==> src/rtl/prime_sweep.sv <==
`default_nettype none
// ============================================================================
// prime_sweep : sweeps [lo, hi] through is_prime, forwards primes, counts them.
// Option PRIME_SWEEP_SKIP_EVEN_EN : even candidates other than 2 are not issued.
// Revision    : 1.0
// ============================================================================
module prime_sweep #(
    parameter int WIDTH     = 16,
    parameter int TAG_DEPTH = 4
) (
    input  logic             clk,
    input  logic             rst_n,
    input  logic             cmd_valid,
    output logic             cmd_ready,
    input  logic [WIDTH-1:0] cmd_lo,
    input  logic [WIDTH-1:0] cmd_hi,
    output logic             chk_valid,
    input  logic             chk_ready,
    output logic [WIDTH-1:0] chk_number,
    input  logic             chk_result,
    input  logic             chk_rvalid,
    output logic             chk_rready,
    output logic             prime_valid,
    input  logic             prime_ready,
    output logic [WIDTH-1:0] prime_number,
    output logic             done,
    output logic [WIDTH-1:0] prime_count
);
    localparam int          AW      = $clog2(TAG_DEPTH);
    localparam logic [1:0]  S_IDLE  = 2'd0;
    localparam logic [1:0]  S_ISSUE = 2'd1;
    localparam logic [1:0]  S_DRAIN = 2'd2;
    localparam logic [AW:0] C_FULL  = (AW+1)'(TAG_DEPTH);

    logic [1:0]       r_state, w_state_nxt;
    logic             r_init;
    logic [WIDTH-1:0] r_hi, r_cur, r_pnum, r_count;
    logic             r_pvalid, r_done;
    logic [WIDTH-1:0] r_tags [TAG_DEPTH];
    logic [AW-1:0]    r_wptr, r_rptr;
    logic [AW:0]      r_cnt;

    logic             w_full, w_empty, w_cmd_acc, w_push, w_pop, w_load;
    logic             w_pv_nxt, w_fifo_empty_nxt, w_drain_exit, w_empty_range, w_last;
    logic [WIDTH-1:0] w_first;
    logic [WIDTH:0]   w_step, w_next_wide;

`ifdef PRIME_SWEEP_SKIP_EVEN_EN
    assign w_first = (!cmd_lo[0] && (cmd_lo > WIDTH'(2))) ? cmd_lo + WIDTH'(1) : cmd_lo;
    // 0 -> 1 -> 2 -> 3 step by one; from any odd above 1 step by two
    assign w_step  = (r_cur[0] && (r_cur != WIDTH'(1))) ? (WIDTH+1)'(2) : (WIDTH+1)'(1);
`else
    assign w_first = cmd_lo;
    assign w_step  = (WIDTH+1)'(1);
`endif

    assign w_full           = (r_cnt == C_FULL);
    assign w_empty          = (r_cnt == '0);
    assign w_cmd_acc        = cmd_valid && cmd_ready;
    assign w_push           = chk_valid && chk_ready;
    assign w_pop            = chk_rvalid && chk_rready;
    assign w_load           = w_pop && chk_result;
    assign w_empty_range    = (w_first > cmd_hi);
    // Wide compare keeps cur from wrapping when hi is the top of the range
    assign w_next_wide      = {1'b0, r_cur} + w_step;
    assign w_last           = (w_next_wide > {1'b0, r_hi});
    assign w_pv_nxt         = w_load || (r_pvalid && !prime_ready);
    assign w_fifo_empty_nxt = w_empty || ((r_cnt == (AW+1)'(1)) && w_pop);
    assign w_drain_exit     = w_fifo_empty_nxt && !w_pv_nxt;

    always_ff @(posedge clk or negedge rst_n) begin
        if (!rst_n) r_state <= S_IDLE;
        else        r_state <= w_state_nxt;
    end

    always_comb begin
        w_state_nxt = r_state;
        case (r_state)
            S_IDLE:  if (w_cmd_acc && !w_empty_range) w_state_nxt = S_ISSUE;
            S_ISSUE: if (w_push && w_last)            w_state_nxt = S_DRAIN;
            S_DRAIN: if (w_drain_exit)                w_state_nxt = S_IDLE;
            default:                                  w_state_nxt = S_IDLE;
        endcase
    end

    always_comb begin
        cmd_ready  = r_init && (r_state == S_IDLE);
        chk_valid  = (r_state == S_ISSUE) && !w_full;
        chk_rready = !w_empty && (!r_pvalid || prime_ready);
    end

    always_ff @(posedge clk or negedge rst_n) begin
        if (!rst_n) begin
            r_init   <= 1'b0;
            r_done   <= 1'b0;
            r_hi     <= '0;
            r_cur    <= '0;
            r_count  <= '0;
            r_pvalid <= 1'b0;
            r_pnum   <= '0;
            r_wptr   <= '0;
            r_rptr   <= '0;
            r_cnt    <= '0;
        end else begin
            r_init <= 1'b1;
            r_done <= (w_cmd_acc && w_empty_range) || ((r_state == S_DRAIN) && w_drain_exit);
            if (w_cmd_acc) begin
                r_hi    <= cmd_hi;
                r_cur   <= w_first;
                r_count <= '0;
            end else if (w_push && !w_last) begin
                r_cur <= w_next_wide[WIDTH-1:0];
            end
            if (w_load) begin
                r_pvalid <= 1'b1;
                r_pnum   <= r_tags[r_rptr];
                if (r_count != '1) r_count <= r_count + WIDTH'(1);
            end else if (prime_ready) begin
                r_pvalid <= 1'b0;
            end
            if (w_push) r_wptr <= r_wptr + AW'(1);
            if (w_pop)  r_rptr <= r_rptr + AW'(1);
            case ({w_push, w_pop})
                2'b10:   r_cnt <= r_cnt + (AW+1)'(1);
                2'b01:   r_cnt <= r_cnt - (AW+1)'(1);
                default: r_cnt <= r_cnt;
            endcase
        end
    end

    always_ff @(posedge clk) begin
        if (w_push) r_tags[r_wptr] <= r_cur;
    end

    assign chk_number   = r_cur;
    assign prime_valid  = r_pvalid;
    assign prime_number = r_pnum;
    assign prime_count  = r_count;
    assign done         = r_done;
endmodule
`default_nettype wire

==> config.mk <==
export PLATFORM = sky130hd
export DESIGN_NAME = prime_sweep
export DESIGN_NICKNAME = d
export VERILOG_FILES = /design/src/rtl/prime_sweep.sv
export SDC_FILE = /design/constraint.sdc
export NUM_CORES = 1
export LEC_CHECK = 0
export CAP_MARGIN = 25
export CELL_PAD_IN_SITES_DETAIL_PLACEMENT = 0
export CELL_PAD_IN_SITES_GLOBAL_PLACEMENT = 1
export CORE_MARGIN = 5
export CORE_UTILIZATION = 40
export DETAILED_ROUTE_END_ITERATION = 12
export HOLD_SLACK_MARGIN = 0.15
export PLACE_DENSITY = 0.74
export SLEW_MARGIN = 15
export SYNTH_ARGS = -nofsm -noshare
export SYNTH_HDL_FRONTEND = slang
export SYNTH_SLANG_ARGS = --single-unit
export TNS_END_PERCENT = 30
==> constraint.sdc <==
create_clock -name clk -period 3.4 [get_ports clk]
set_clock_uncertainty 0.2 [all_clocks]
set_input_delay 0.68 -clock clk [delete_from_list [all_inputs] [get_ports clk]]
set_output_delay 0.68 -clock clk [all_outputs]
set_load 0.02 [all_outputs]
# Yosys cells after proc, flatten, opt, wreduce, memory -nomap -nowiden
# Memories as Yosys holds them, arrays and structs flattened. A register that Yosys moved wholly into a read port is not among the register bits.
# Index checks and enable logic that the tools add are counted.
# totals
out_inout_bits,53
ram_bits,64
reg_bits,60
elab_cells,76
memories,1
# mem_list
name,depth,width,read_ports,rd_ports_with_merged_regs,wr,line,rtl
r_tags,4,16,1,1,1,39,logic [WIDTH-1:0] r_tags [TAG_DEPTH];
# classes
n_lt_le_gt_ge,2
n_reduce_logical,33
n_mux,14
add_sub_neg,6
eq_ne,10
# ops
op,count
16-bit two-way mux,5
16-bit by 1-bit adder with 17-bit output (second input constant),1
17-bit by 16-bit greater-than comparator with 1-bit output,1
16-bit by 1-bit adder with 16-bit output (second input constant),1
16-bit greater-than comparator,1
16-bit != test (second input constant),1
1-bit logical AND,15
1-bit zero test,8
2-bit two-way mux,3
2-bit != test (second input constant),3
2-bit case mux with 3 select lines,1
3-bit case mux with 2 select lines,1
2-bit nonzero test,3
2-bit by 1-bit adder with 2-bit output (second input constant),2
2-bit by 1-bit equality test with 1-bit output (second input constant),2
2-bit equality test (second input constant),2
1-bit logical OR,4
1-bit two-way mux,4
3-bit by 1-bit adder with 3-bit output (second input constant),1
3-bit by 1-bit equality test with 1-bit output (second input constant),1
3-bit equality test (second input constant),1
3-bit zero test,1
3-bit AND reduction,1
3-bit by 1-bit subtractor with 3-bit output (second input constant),1
2-bit zero test,1

# Longest topological paths before layout
# logic_depth
ltp_word,10
mapped_depth,16

# Least setup slack after synthesis
# No wires, ideal clock.
# synth_path
kind,reg2reg
from,register r_cur[2] (netlist: chk_number[2])
to,register r_cur[2] (netlist: chk_number[2])
required_time_ns,3.077
path_stages_with_launch,15
n_path_buf,1
arrival_time_ns,3.266
setup_slack_ns,-0.189
path_cell_list,dfrtp_1 and4_4 and4_1 and2_1 nand3_1 xnor2_1 ha_1 nand3_1 nor3_1 nor2_1 a211oi_1 nor3_2 buf_6 mux2_4 o221a_1
# synth_via
elab_chain_cells,5
# synth_rtl
element,line,rtl
from (decl),37,"logic [WIDTH-1:0] r_hi, r_cur, r_pnum, r_count;"
from (signal assigned),109,r_cur <= w_first;
from (signal assigned),112,r_cur <= w_next_wide[WIDTH-1:0];
16-bit by 1-bit adder with 17-bit output (*),65,"assign w_next_wide = {1'b0, r_cur} + w_step;"
17-bit by 16-bit greater-than comparator with 1-bit output,66,"assign w_last = (w_next_wide > {1'b0, r_hi});"
1-bit zero test,111,end else if (w_push && !w_last) begin
1-bit logical AND,111,
2-bit nonzero test (no line),-,
# Mark *: on every way between the ends. The rest lies on a longest branch, timed or not. The select of a mux whose other input is x is not followed.
# A chain may end at the register's enable or synchronous reset.

# Final worst setup path
# layout_path
from,register r_cur[3] (netlist: chk_number[3])
to,register r_cur[8] (netlist: chk_number[8])
# Same word-level chain as after synthesis.

==> flow_metrics.tcl <==
set metrics [dict create \
    grt_max_degree 77 \
    synth-seq-area-share_pct 56.4 \
    avgSynthCellArea_um2 12.5 \
    die_h_um 140 \
    portBuffers 91 \
    h-tree-depth 4 \
    power_mw 7.42 \
    ys_types 51 \
    top_level_ports 92 \
    cts_root_buf "clkbuf_16" \
    ys_warn_count 0 \
    placementRows 47 \
    drv_cap 0 \
    post_drt_wl_per_cell_um 16.7 \
    ys_seq_elements 140 \
    p_per_area_nw_per_um2 850 \
    layout-drive-gt1-share_pct 20.0 \
    p_leak_nw 3.47 \
    cts_tree "built" \
    grt_pass1_vias 4765 \
    synthTopCellsByArea "edfxtp_1 28%, dfrtp_1 28%, ha_1 7.9%, mux4_2 5.3%, o21ai_0 2.9%" \
    gp_congestion 0.800 \
    r2r_slack_ps 30 \
    clkLatencyLatePin_ps 420 \
    hold_viol_final 0 \
    grt_pass1_wl_mm 24.9 \
    critical_path_arrival_ps 3470 \
    wl_mm 15.0 \
    ys.flop_type "dfrtp_1" \
    worst_slew_pin_slew_ps 873 \
    fin_nets 749 \
    grt_overflow 0 \
    fill_cells 1435 \
    cts_setup_buffers 0 \
    path_max_fanout 7 \
    crit_path_end_kind "register" \
    startpoint_type "register" \
    run_status "complete, no violations" \
    synth_top_area_share_pct 28.3 \
    clockBufferDepth 2 \
    crit_start "chk_number[3]$_DFFE_PN0P_" \
    synth_edf_count 64 \
    drc 0 \
    syn_inst 543 \
    netlist_area_um2 6780 \
    syn2layout_area_growth_pct 28.7 \
    die_w_um 140 \
    maxSlewViolCount 0 \
    die_area_um2 19700 \
    drt.antenna.violating_nets 0 \
    initial_core_util_pct 40.9 \
    dp_hpwl_mm 11.0 \
    drt_first_pass_iters 4 \
    finalSetupViolations 0 \
    critPathCapture "chk_number[8]$_DFFE_PN0P_" \
    cts.sinks 140 \
    reg2reg_to "chk_number[8]$_DFFE_PN0P_" \
    rr_startpoint "chk_number[3]$_DFFE_PN0P_" \
    grt_usage_pct 16.0 \
    slew_headroom_pct 41.6 \
    peakVddDrop_mv 0.461 \
    synthArstFlopShare_pct 54.3 \
    rsz0062_at_grt "true" \
    hold_path_class "reg2reg" \
    grt_antenna_before_repair 0 \
    synthesis.nets 625 \
    crit_type "reg2reg" \
    crit_required_ps 3490 \
    reg2reg_depth 15 \
    cts.clk_slew.worst_paths_ps 60 \
    synth_top_cell_by_area "edfxtp_1" \
    numCtsBuffers 17 \
    num_vias 4609 \
    coreArea_um2 16600 \
    clock.fmax_ghz 0.296 \
    fin_crit_ps 3370 \
    finalCritPeriodShare_pct 99.2 \
    diodes 0 \
    viasPerCell 5.12 \
    drt_iter0_markers 287 \
    finalSetupTns_ps 0 \
]
worst max-delay path: stages, from the launching register on:
cell	delay (ps)
dfrtp_2	400
and4_4	190
and4_4	190
and2_4	170
and3_1	170
xor2_1	160
ha_1	290
nand3_2	110
o211ai_1	250
nor2_1	80
a211oi_2	280
nor3_2	60
buf_4	160
buf_4	140
mux2i_1	120
o221a_2	290
stage by stage:
step	utilization [%]	area, um^2	setup WS (ps)	std cells	hold slack, ps
2_1_floorplan	-	6800	0.510	543	184
3_3_place_gp	49.0	8120	-126	865	278
3_5_place_dp	49.0	8120	-202	865	267
4_1_cts	52.2	8650	-13.1	897	262
5_1_grt	52.6	8720	-131	900	314
6_report	52.6	8720	25.9	900	283
area by class of cell:
type	count	area, um^2	area share [%]
Multi-Input combinational cell	342	2760	31.7
Sequential cell	140	3830	43.9
Inverter	43	161	1.85
Tap cell	220	275	3.16
Timing Repair Buffer	123	1170	13.4
Clock buffer	20	447	5.12
Clock inverter	12	75.1	0.861
how the worst min path moves through the flow:
stage                                    from                         to  slack [ps]  cells after the start
after global routing      r_hi[0]$_DFFE_PN0P_        r_hi[0]$_DFFE_PN0P_         310                      2
after global placement    r_hi[0]$_DFFE_PN0P_        r_hi[0]$_DFFE_PN0P_         280                      2
after CTS                               rst_n        r_hi[2]$_DFFE_PN0P_         260                      1
final                     r_hi[0]$_DFFE_PN0P_        r_hi[0]$_DFFE_PN0P_         280                      2
after floorplan                         rst_n  chk_number[0]$_DFFE_PN0P_         180                      0
after detailed placement  r_hi[0]$_DFFE_PN0P_        r_hi[0]$_DFFE_PN0P_         270                      2
state kept, by name (all words and copies together) (netlist names), 3 cells and up:
signal	cells
chk_number	16
prime_count	16
prime_number	16
r_cnt	3
r_hi	16
r_tags	64
logic make-up after synthesis:
| kind of cell | count (synthesis) | synth area share (%) |
|---|---|---|
| and+or+nand+nor | 146 | 10.8 |
| muxes | 37 | 8.79 |
| DFF | 140 | 56.4 |
| adders and majority gates | 43 | 7.94 |
| other | 1 | 0.0553 |
| xor gates and xnor gates | 24 | 3.10 |
| AOI/OAI and AO/OA | 90 | 9.10 |
| buffers and inverters | 62 | 3.82 |
repair_timing:
action	in CTS	in global routing
hold buffers	0	1
pin swaps	3	7
endpoints found under the setup margin	15	16
resized for setup	3	7
cloned	0	1
hold endpoints to repair	0	26
cell usage after synthesis (all sizes together) (2+ instances only):
master	count
nand2	52
o211ai	2
ha	43
buf	7
nor3	8
and4	5
nand4	7
inv	43
dfrtp	76
or3	2
xor2	8
nor2	20
xnor2	16
nand3	21
mux2i	4
a211oi	4
mux2	17
a21o	2
edfxtp	64
nand2b	10
and3	12
or2b	2
o221a	15
and2	6
a21oi	14
mux4	16
o21ai	40
clkbuf	12
o31ai	3
power breakdown:
part | switching (mW) | total [mW] | internal, mW
clock network | 0.682 | 1.62 | 0.941
registers | 0.272 | 2.60 | 2.33
logic | 1.65 | 3.19 | 1.54
per-layer routing:
layer	share of wire [%]	vias to the layer above	wire, um	track usage, %
met5	0	-	0	0
met4	1.0	0	157	5.05
met2	48	97	7290	25.7
met3	3.6	10	536	3.72
li1	-	2233	-	-
met1	47	2269	7060	21.5
cells in the final DEF, fill, tap and decap left out, types with 10 or more instances in the layout:
master            n
clkdlybuf4s50_1  90
inv_1            43
buf_4            31
a21oi_1          12
ha_1             42
clkbuf_16        17
o221a_2          14
nand2_1          52
mux2_2           16
nor2_1           19
mux4_2           16
xnor2_1          15
dfrtp_1          70
o21ai_0          39
nand3_1          19
edfxtp_1         64
and3_1           12
nand2b_1         10
Power figures use the tool's default switching activity.
